==> src/rtl/logic_gates_pkg.sv <==
// rtl/logic_gates_pkg.sv - shared defaults and gate result layout for logic_gates_3
package logic_gates_pkg;

  localparam int unsigned DEFAULT_WIDTH = 1;
  localparam int unsigned DEFAULT_CNT_W = 8;

  typedef struct packed {
    logic [DEFAULT_WIDTH-1:0] and_v;
    logic [DEFAULT_WIDTH-1:0] or_v;
    logic [DEFAULT_WIDTH-1:0] not_v;
    logic [DEFAULT_WIDTH-1:0] nand_v;
    logic [DEFAULT_WIDTH-1:0] nor_v;
    logic [DEFAULT_WIDTH-1:0] xor_v;
    logic [DEFAULT_WIDTH-1:0] xnor_v;
  } gate_vec_t;

endpackage

==> src/rtl/sat_counter.sv <==
// rtl/sat_counter.sv - saturating up-counter with synchronous active-high clear
module sat_counter #(
  parameter int unsigned CNT_W = 8
) (
  input  logic             iClk,
  input  logic             iRst,
  input  logic             iInc,
  output logic [CNT_W-1:0] oCnt
);

  logic [CNT_W-1:0] cnt_q;
  logic [CNT_W-1:0] cnt_d;

  always_comb begin
    cnt_d = cnt_q;
    if (iInc && (cnt_q != {CNT_W{1'b1}})) begin
      cnt_d = cnt_q + CNT_W'(1);
    end
  end

  always_ff @(posedge iClk) begin
    if (iRst) begin
      cnt_q <= '0;
    end else begin
      cnt_q <= cnt_d;
    end
  end

  assign oCnt = cnt_q;

endmodule

==> src/rtl/logic_gates_3.sv <==
// rtl/logic_gates_3.sv - bitwise gate unit with change / AND-high activity counters
// LOGIC_GATES_3_REG_OUT_EN: registers all seven gate outputs (1-cycle latency).
module logic_gates_3
  import logic_gates_pkg::*;
#(
  parameter int unsigned WIDTH = DEFAULT_WIDTH,
  parameter int unsigned CNT_W = DEFAULT_CNT_W
) (
  input  logic             iClk,
  input  logic             iRst,
  input  logic [WIDTH-1:0] iA,
  input  logic [WIDTH-1:0] iB,
  output logic [WIDTH-1:0] oAnd,
  output logic [WIDTH-1:0] oOr,
  output logic [WIDTH-1:0] oNot,
  output logic [WIDTH-1:0] oNand,
  output logic [WIDTH-1:0] oNor,
  output logic [WIDTH-1:0] oXor,
  output logic [WIDTH-1:0] oXnor,
  output logic [CNT_W-1:0] oChgCnt,
  output logic [CNT_W-1:0] oAndHiCnt
);

  // Same field order as gate_vec_t, sized by this instance's WIDTH.
  typedef struct packed {
    logic [WIDTH-1:0] and_v;
    logic [WIDTH-1:0] or_v;
    logic [WIDTH-1:0] not_v;
    logic [WIDTH-1:0] nand_v;
    logic [WIDTH-1:0] nor_v;
    logic [WIDTH-1:0] xor_v;
    logic [WIDTH-1:0] xnor_v;
  } gates_t;

  gates_t           gates_d;
  gates_t           gates_o;
  logic [WIDTH-1:0] prev_a_q;
  logic [WIDTH-1:0] prev_b_q;
  logic             chg;
  logic             and_hi;

  always_comb begin
    gates_d.and_v  = iA & iB;
    gates_d.or_v   = iA | iB;
    gates_d.not_v  = ~iA;
    gates_d.nand_v = ~(iA & iB);
    gates_d.nor_v  = ~(iA | iB);
    gates_d.xor_v  = iA ^ iB;
    gates_d.xnor_v = ~(iA ^ iB);
  end

`ifdef LOGIC_GATES_3_REG_OUT_EN
  gates_t gates_q;

  always_ff @(posedge iClk) begin
    if (iRst) begin
      gates_q.and_v  <= '0;
      gates_q.or_v   <= '0;
      gates_q.not_v  <= '1;
      gates_q.nand_v <= '1;
      gates_q.nor_v  <= '0;
      gates_q.xor_v  <= '0;
      gates_q.xnor_v <= '1;
    end else begin
      gates_q <= gates_d;
    end
  end

  assign gates_o = gates_q;
`else
  assign gates_o = gates_d;
`endif

  assign oAnd  = gates_o.and_v;
  assign oOr   = gates_o.or_v;
  assign oNot  = gates_o.not_v;
  assign oNand = gates_o.nand_v;
  assign oNor  = gates_o.nor_v;
  assign oXor  = gates_o.xor_v;
  assign oXnor = gates_o.xnor_v;

  // Counters always observe the raw inputs, independent of the output stage.
  always_ff @(posedge iClk) begin
    if (iRst) begin
      prev_a_q <= '0;
      prev_b_q <= '0;
    end else begin
      prev_a_q <= iA;
      prev_b_q <= iB;
    end
  end

  assign chg    = ({iA, iB} != {prev_a_q, prev_b_q});
  assign and_hi = |(iA & iB);

  sat_counter #(.CNT_W(CNT_W)) u_chg_cnt (
    .iClk (iClk),
    .iRst (iRst),
    .iInc (chg),
    .oCnt (oChgCnt)
  );

  sat_counter #(.CNT_W(CNT_W)) u_and_hi_cnt (
    .iClk (iClk),
    .iRst (iRst),
    .iInc (and_hi),
    .oCnt (oAndHiCnt)
  );

endmodule

==> config.mk <==
export PLATFORM = sky130hd
export DESIGN_NAME = logic_gates_3
export DESIGN_NICKNAME = d
export VERILOG_FILES = /design/src/rtl/logic_gates_pkg.sv /design/src/rtl/sat_counter.sv /design/src/rtl/logic_gates_3.sv
export SDC_FILE = /design/constraint.sdc
export NUM_CORES = 1
export LEC_CHECK = 0
export CAP_MARGIN = 10
export CORE_MARGIN = 2
export CORE_UTILIZATION = 45
export CTS_BUF_LIST = sky130_fd_sc_hd__clkbuf_16
export CTS_CLUSTER_DIAMETER = 200
export DETAILED_ROUTE_END_ITERATION = 16
export PLACE_DENSITY = 0.77
export SYNTH_ARGS = -nofsm -noshare
export SYNTH_HDL_FRONTEND = slang
export SYNTH_SLANG_ARGS = --single-unit
==> constraint.sdc <==
create_clock -name iClk -period 2 [get_ports iClk]
set_input_delay 0.4 -clock iClk [delete_from_list [all_inputs] [get_ports iClk]]
set_output_delay 0.4 -clock iClk [all_outputs]
set_load 0.01 [all_outputs]
==> flow_summary.toml, run 1 <==
[run_status]
outcome = "completed"

[grt]
grt_overflow_total = 0
antenna_found_initial = 0
grt_first_pass_wirelength_mm = 3.15
grt_start_max_net_pins = 13
grtUsageTotal = 0.167
grt_pass1_vias = 734

[timing]
finalHoldWorstSlack_ns = 0.501
headroom_to_the_max_slew_limit = 0.699
hold_violations = 0
maxClockFrequency_ghz = 0.511
sum_of_negative_setup_slack_ns = 0
fin_crit_ns = 1.96
count_of_endpoints_failing_setup_in_the_final_report = 0
rsz0062_at_grt = "no"
min_period_over_period = 0.978
tightestPinTransition_ns = 0.450
fin_worst_skew_ns = 0.00115
slew_violations = 0

[clocking]
number_of_clock_sinks = 18
clock_tree_from_tritoncts = "done"
insertion_delay_ns = 0.25
clk_pin_slew_worst_paths_ns = 0.05
post-cts-setup-buffers = 0
clock-root-buffer = "sky130_fd_sc_hd__clkbuf_16"
cts_max_path_buffers = 2
clock_tree.htree_level_count = 1
cts_buffers = 3
holdBufCountCts = 0

[die]
fp.dieArea_um2 = 2330
die_height_um = 48.3
row_count = 16
floorplan.die.width_um = 48.3
fp.coreArea_um2 = 1900
ioPinCount = 27
initial_core_util = 0.464

[worst_setup_path]
required_ns = 1.60
arrival_ns = 1.56
worst_setup_path_start_kind = "input pin"
endpoint_kind = "output port"
crit_type = "input pin to output port"
path_max_fanout = 3

[pwr]
vdd_ir_drop_max_mv = 0.493
power.density_cell_area_nw_per_um2 = 698
power.static_leakage_uw = 0.000524

[drt]
wl_per_cell_um = 11.9
vias_per_cell = 5.18
antenna_left = 0
wire_length_after_detailed_routing_mm = 1.94
drtIter0Drc = 7
post-route-drc-count = 0
drt_first_pass_iters = 4
vias = 839

[finish]
finalNonFillerCells = 162
fin_area_um2 = 1290
fillerInstances = 162
final_nets = 144
layout.cells.most_common_list = "19 x sky130_fd_sc_hd__clkdlybuf4s50_1, 18 x sky130_fd_sc_hd__dfxtp_1, 10 x sky130_fd_sc_hd__nor2_1"
post_route_cells_drive_above_1_share = 0.119
mostFrequentLayoutCell = "sky130_fd_sc_hd__clkdlybuf4s50_1"
synthToLayoutAreaGrowth_pct = 46.3
antenna_cells = 0

[placed_design]
place.detailed.instances = 158
place_hpwl_mm = 1.46
place.port_buffers = 26
gp_congestion = 0.786
placedInstanceArea_um2 = 1220

[yosys]
number_of_different_library_cells_in_the_post_synthesis_netlist = 29
post_synth.cell_area_avg_um2 = 8.83
syn_nets = 108
yosys_warnings = 0
synth-seq-area-share = 0.408
syn-cell-area_um2 = 883
syn-instance-count = 100
synth.ff_latch_count = 18

[flow_run]
cap_viol_max_count = 0

[min_path]
timing.hold.worst.class = "flip-flop to flip-flop"
[worst max-delay path: stages]
cell	delay (ns)
sky130_fd_sc_hd__clkdlybuf4s50_1	0.50
sky130_fd_sc_hd__inv_1	0.07
sky130_fd_sc_hd__ha_1	0.30
sky130_fd_sc_hd__dlygate4sd2_1	0.29
[per-stage QoR]
step | worst slack [ns] | util | total power [uW]
finish | 0.0436 | 0.680 | 902
global route | 0.00243 | 0.680 | 941
CTS | 0.000493 | 0.680 | 912
detailed placement | -0.282 | 0.643 | 523
global placement | -0.232 | 0.643 | 518
floorplan | 0.611 | - | 454
[synthesized netlist by cell type]
| cell | instances | share of area |
|---|---|---|
| sky130_fd_sc_hd__nor2_1 | 10 | 0.042 |
| sky130_fd_sc_hd__o22ai_2 | 1 | 0.014 |
| sky130_fd_sc_hd__o2111ai_1 | 2 | 0.020 |
| sky130_fd_sc_hd__ha_1 | 4 | 0.057 |
| sky130_fd_sc_hd__nand2_1 | 6 | 0.025 |
| sky130_fd_sc_hd__o221ai_1 | 1 | 0.0099 |
| sky130_fd_sc_hd__a21oi_1 | 6 | 0.034 |
| sky130_fd_sc_hd__or2_2 | 1 | 0.0071 |
| sky130_fd_sc_hd__and3_1 | 3 | 0.021 |
| sky130_fd_sc_hd__nor3_1 | 3 | 0.017 |
| sky130_fd_sc_hd__or3_1 | 2 | 0.014 |
| sky130_fd_sc_hd__and4_1 | 2 | 0.020 |
| sky130_fd_sc_hd__clkbuf_1 | 2 | 0.0085 |
| sky130_fd_sc_hd__inv_1 | 8 | 0.034 |
| sky130_fd_sc_hd__a21o_1 | 1 | 0.0085 |
| sky130_fd_sc_hd__and2_1 | 1 | 0.0071 |
| sky130_fd_sc_hd__o21bai_1 | 1 | 0.0085 |
| sky130_fd_sc_hd__xor2_1 | 3 | 0.030 |
| sky130_fd_sc_hd__nand3_1 | 4 | 0.023 |
| sky130_fd_sc_hd__o21ai_0 | 5 | 0.028 |
| sky130_fd_sc_hd__nor2b_1 | 2 | 0.014 |
| sky130_fd_sc_hd__o21ba_2 | 1 | 0.011 |
| sky130_fd_sc_hd__mux2i_1 | 3 | 0.034 |
| sky130_fd_sc_hd__nand4_1 | 2 | 0.014 |
| sky130_fd_sc_hd__dfxtp_1 | 18 | 0.41 |
| sky130_fd_sc_hd__a31oi_1 | 1 | 0.0071 |
| sky130_fd_sc_hd__xor2_2 | 2 | 0.037 |
| sky130_fd_sc_hd__a211oi_1 | 3 | 0.025 |
| sky130_fd_sc_hd__a311oi_1 | 2 | 0.020 |
[area by class of cell]
type                            count  area [um^2]  share of cell area
Clock buffer                        3         75.1              0.0581
Clock inverter                      1         3.75             0.00290
Inverter                            8         30.0              0.0232
Multi-Input combinational cell     72          485               0.376
Sequential cell                    18          360               0.279
Tap cell                           27         33.8              0.0261
Timing Repair Buffer               33          304               0.235
[worst paths after layout]
kind	cells after the start	start	slack, ns	to
worst max-delay path	4	iA	0.04	oXor
worst min-delay path	2	u_and_hi_cnt.oCnt[1]$_SDFFE_PP0P_	0.50	u_and_hi_cnt.oCnt[1]$_SDFFE_PP0P_
worst max register to register	5	u_chg_cnt.oCnt[0]$_SDFFE_PP0P_	0.52	u_chg_cnt.oCnt[4]$_SDFFE_PP0P_
worst min register to register	2	u_and_hi_cnt.oCnt[1]$_SDFFE_PP0P_	0.50	u_and_hi_cnt.oCnt[1]$_SDFFE_PP0P_
[where the power goes]
group	total [uW]	switching, uW	internal, uW
combinational	118	56.1	62.3
sequential	388	14.9	373
clock	396	130	265
[kinds of logic after synthesis]
kind of cell,Yosys count,share of synthesized area
AOI/OAI and AO/OA,24,0.187
DFF,18,0.408
and+or+nand+nor,36,0.205
muxes,3,0.0340
adders and majority gates,4,0.0567
xor gates and xnor gates,5,0.0666
buffers and inverters,10,0.0425
[metal layers]
metal	GRT usage	share of wire	wire, um	up-vias
li1	-	-	-	426
met1	0.223	0.46	892	384
met2	0.264	0.48	930	25
met3	0.0401	0.045	88	4
met4	0.0571	0.012	23	0
met5	0	0	0	-
[state kept, by name (all words and copies together) (netlist names)]
register,cells
prev_b_q,1
u_and_hi_cnt.oCnt,8
prev_a_q,1
u_chg_cnt.oCnt,8
[repair_timing]
action	in CTS	in global routing
resized for setup	6	3
endpoints found under the setup margin	6	2
endpoints found under the hold margin	0	0
Power figures use the tool's default switching activity.
==> inputs of run 2 (changes only) <==
--- a/config.mk
+++ b/config.mk
@@ -11,6 +11,7 @@
 export CTS_BUF_LIST = sky130_fd_sc_hd__clkbuf_16
 export CTS_CLUSTER_DIAMETER = 200
 export DETAILED_ROUTE_END_ITERATION = 16
+export GPL_TIMING_DRIVEN = 0
 export PLACE_DENSITY = 0.77
 export SYNTH_ARGS = -nofsm -noshare
 export SYNTH_HDL_FRONTEND = slang
==> run 2 against run 1 <==
  * Clock-buffer cell count unchanged
  * Sequential share of layout area up 1.1 points
  * Critical path depth unchanged
  * Maximum frequency up 0.39%
  * Largest cell class unchanged
==> flow_summary.toml, run 2 (same netlist as run 1, synthesis figures left out) <==
[grt]
grt_pass1_vias = 726
grtUsageTotal = 0.166
grt_overflow_total = 0
grt_first_pass_wirelength_mm = 3.19
grt_start_max_net_pins = 11
antenna_found_initial = 0

[placed_design]
place.port_buffers = 25
preCtsSetupSlack_ns = -0.365
gp_congestion = 0.788
place_hpwl_mm = 1.38

[timing]
fin_worst_skew_ns = 0.00230
tightestPinTransition_ns = 0.436
headroom_to_the_max_slew_limit = 0.710
finalHoldWorstSlack_ns = 0.499
slew_violations = 0
maxClockFrequency_ghz = 0.513
min_period_over_period = 0.974
worst_slack_ns = 0.0513
rsz0062_at_grt = "no"
fin_crit_ns = 1.95
count_of_endpoints_failing_setup_in_the_final_report = 0
hold_violations = 0

[worst_setup_path]
worst_setup_path_start_kind = "input pin"
worstPathCellList = "clkdlybuf4s15_2, inv_1, ha_1, clkdlybuf4s50_1"
arrival_ns = 1.55
reg2reg_slack_ns = 0.52
regToRegEndpoint = "u_chg_cnt.oCnt[4]$_SDFFE_PP0P_"
required_ns = 1.60
worst_r2r_startpoint = "u_chg_cnt.oCnt[0]$_SDFFE_PP0P_"
path_max_fanout = 3
worstRegToRegCells = 5
cpMaxStageDelayCell = "sky130_fd_sc_hd__clkdlybuf4s50_1"
endpoint_kind = "output port"
crit_type = "input pin to output port"
critPathMaxStageDelay_ns = 0.54

[finish]
post_route_cells_drive_above_1_share = 0.0859
mostFrequentLayoutCell = "sky130_fd_sc_hd__clkdlybuf4s50_1"
layout.cells.most_common_list = "22 x sky130_fd_sc_hd__clkdlybuf4s50_1, 18 x sky130_fd_sc_hd__dfxtp_1, 10 x sky130_fd_sc_hd__nor2_1"
regArea_um2 = 360
synthToLayoutAreaGrowth_pct = 40.8
multi_input_area_um2 = 485
antenna_cells = 0
fillerInstances = 154
final_nets = 138

[drt]
post-route-drc-count = 0
wl_per_cell_um = 12.2
vias_per_cell = 5.22
wire_length_after_detailed_routing_mm = 1.89
antenna_left = 0
drtIter0Drc = 12
drt_first_pass_iters = 4
vias = 809

[clocking]
post-cts-setup-buffers = 0
clock-root-buffer = "sky130_fd_sc_hd__clkbuf_16"
clk_pin_slew_worst_paths_ns = 0.05
cts_max_path_buffers = 2
cts_buffers = 3
number_of_clock_sinks = 18
insertion_delay_ns = 0.24
clock_tree.htree_level_count = 1
clock_tree_from_tritoncts = "done"

[min_path]
whs_endpoint = "u_chg_cnt.oCnt[6]$_SDFFE_PP0P_"
hold-path-cell-count = 2
timing.hold.worst.class = "flip-flop to flip-flop"
hold_path.startpoint = "u_chg_cnt.oCnt[6]$_SDFFE_PP0P_"

[die]
fp.coreArea_um2 = 1900
die_height_um = 48.3
row_count = 16
fp.dieArea_um2 = 2330
ioPinCount = 27
initial_core_util = 0.464
floorplan.die.width_um = 48.3

[run_status]
outcome = "completed"

[pwr]
vdd_ir_drop_max_mv = 0.494
power.density_cell_area_nw_per_um2 = 715
power.static_leakage_uw = 0.000473

[flow_run]
cap_viol_max_count = 0
## run 2: cell types whose count changed in the layout (fill, tap and decap cells not counted)
| cell | change |
|---|---|
| sky130_fd_sc_hd__dlygate4sd2_1 | -4 |
| sky130_fd_sc_hd__clkdlybuf4s15_2 | +2 |
| sky130_fd_sc_hd__inv_1 | -1 |
| sky130_fd_sc_hd__clkbuf_2 | -1 |
| sky130_fd_sc_hd__buf_4 | -7 |
| sky130_fd_sc_hd__clkinv_1 | -1 |
| sky130_fd_sc_hd__inv_2 | +1 |
| sky130_fd_sc_hd__clkdlybuf4s50_1 | +3 |
| sky130_fd_sc_hd__dlymetal6s2s_1 | -1 |
| sky130_fd_sc_hd__clkbuf_1 | +2 |
## run 2: final cells by class
class,instances,share of cell area
Buffer,2,0.00604
Clock buffer,3,0.0604
Inverter,8,0.0241
Multi-Input combinational cell,72,0.390
Sequential cell,18,0.290
Tap cell,27,0.0272
Timing Repair Buffer,25,0.202
## run 2: timing repair
item | 4_1_cts | 5_1_grt
hold buffers | 0 | 0
setup endpoints to repair | 6 | 1
gates resized for setup | 7 | 1
## run 2: worst max-delay path by stage
| stage | from | endpoint | slack [ns] | depth (start not counted) |
|---|---|---|---|---|
| 2_1_floorplan | u_chg_cnt.oCnt[0]$_SDFFE_PP0P_ | u_chg_cnt.oCnt[4]$_SDFFE_PP0P_ | 0.61 | 5 |
| 3_3_place_gp | iA | oXnor | -0.35 | 5 |
| 3_5_place_dp | iA | oXnor | -0.37 | 5 |
| 4_1_cts | iA | oNand | 0.03 | 4 |
| 5_1_grt | iA | oNand | 0.006 | 4 |
| 6_report | iA | oXor | 0.05 | 4 |
## run 2: worst max-delay path, delay by kind of cell
kind                       cells  cell delay, ns
adders and majority gates      1            0.30
buffers and inverters          3            0.84
## run 2: layer usage
layer,vias to the layer above,track usage,routed length [um]
li1,416,-,-
met1,368,0.227,930
met2,23,0.280,870
met3,2,0.00926,69
met4,0,0.0571,16
met5,-,0,0
## run 2: stage by stage
stage / power (uW) / instance area, um^2 / instances / TNS [ns] / utilization
final: 890 / 1240 / 155 / 0 / 0.654
after global routing: 928 / 1240 / 155 / 0 / 0.654
after CTS: 900 / 1240 / 155 / 0 / 0.654
after detailed placement: 512 / 1170 / 152 / -1.62 / 0.614
after global placement: 508 / 1170 / 152 / -1.54 / 0.614
after floorplan: 454 / 883 / 100 / 0 / -
## run 2: where the power goes
group / switching [uW] / total [uW] / internal [uW]
sequential: 14.6 / 388 / 373
clock: 125 / 387 / 263
combinational: 55.7 / 115 / 59.2
total: 195 / 890 / 695
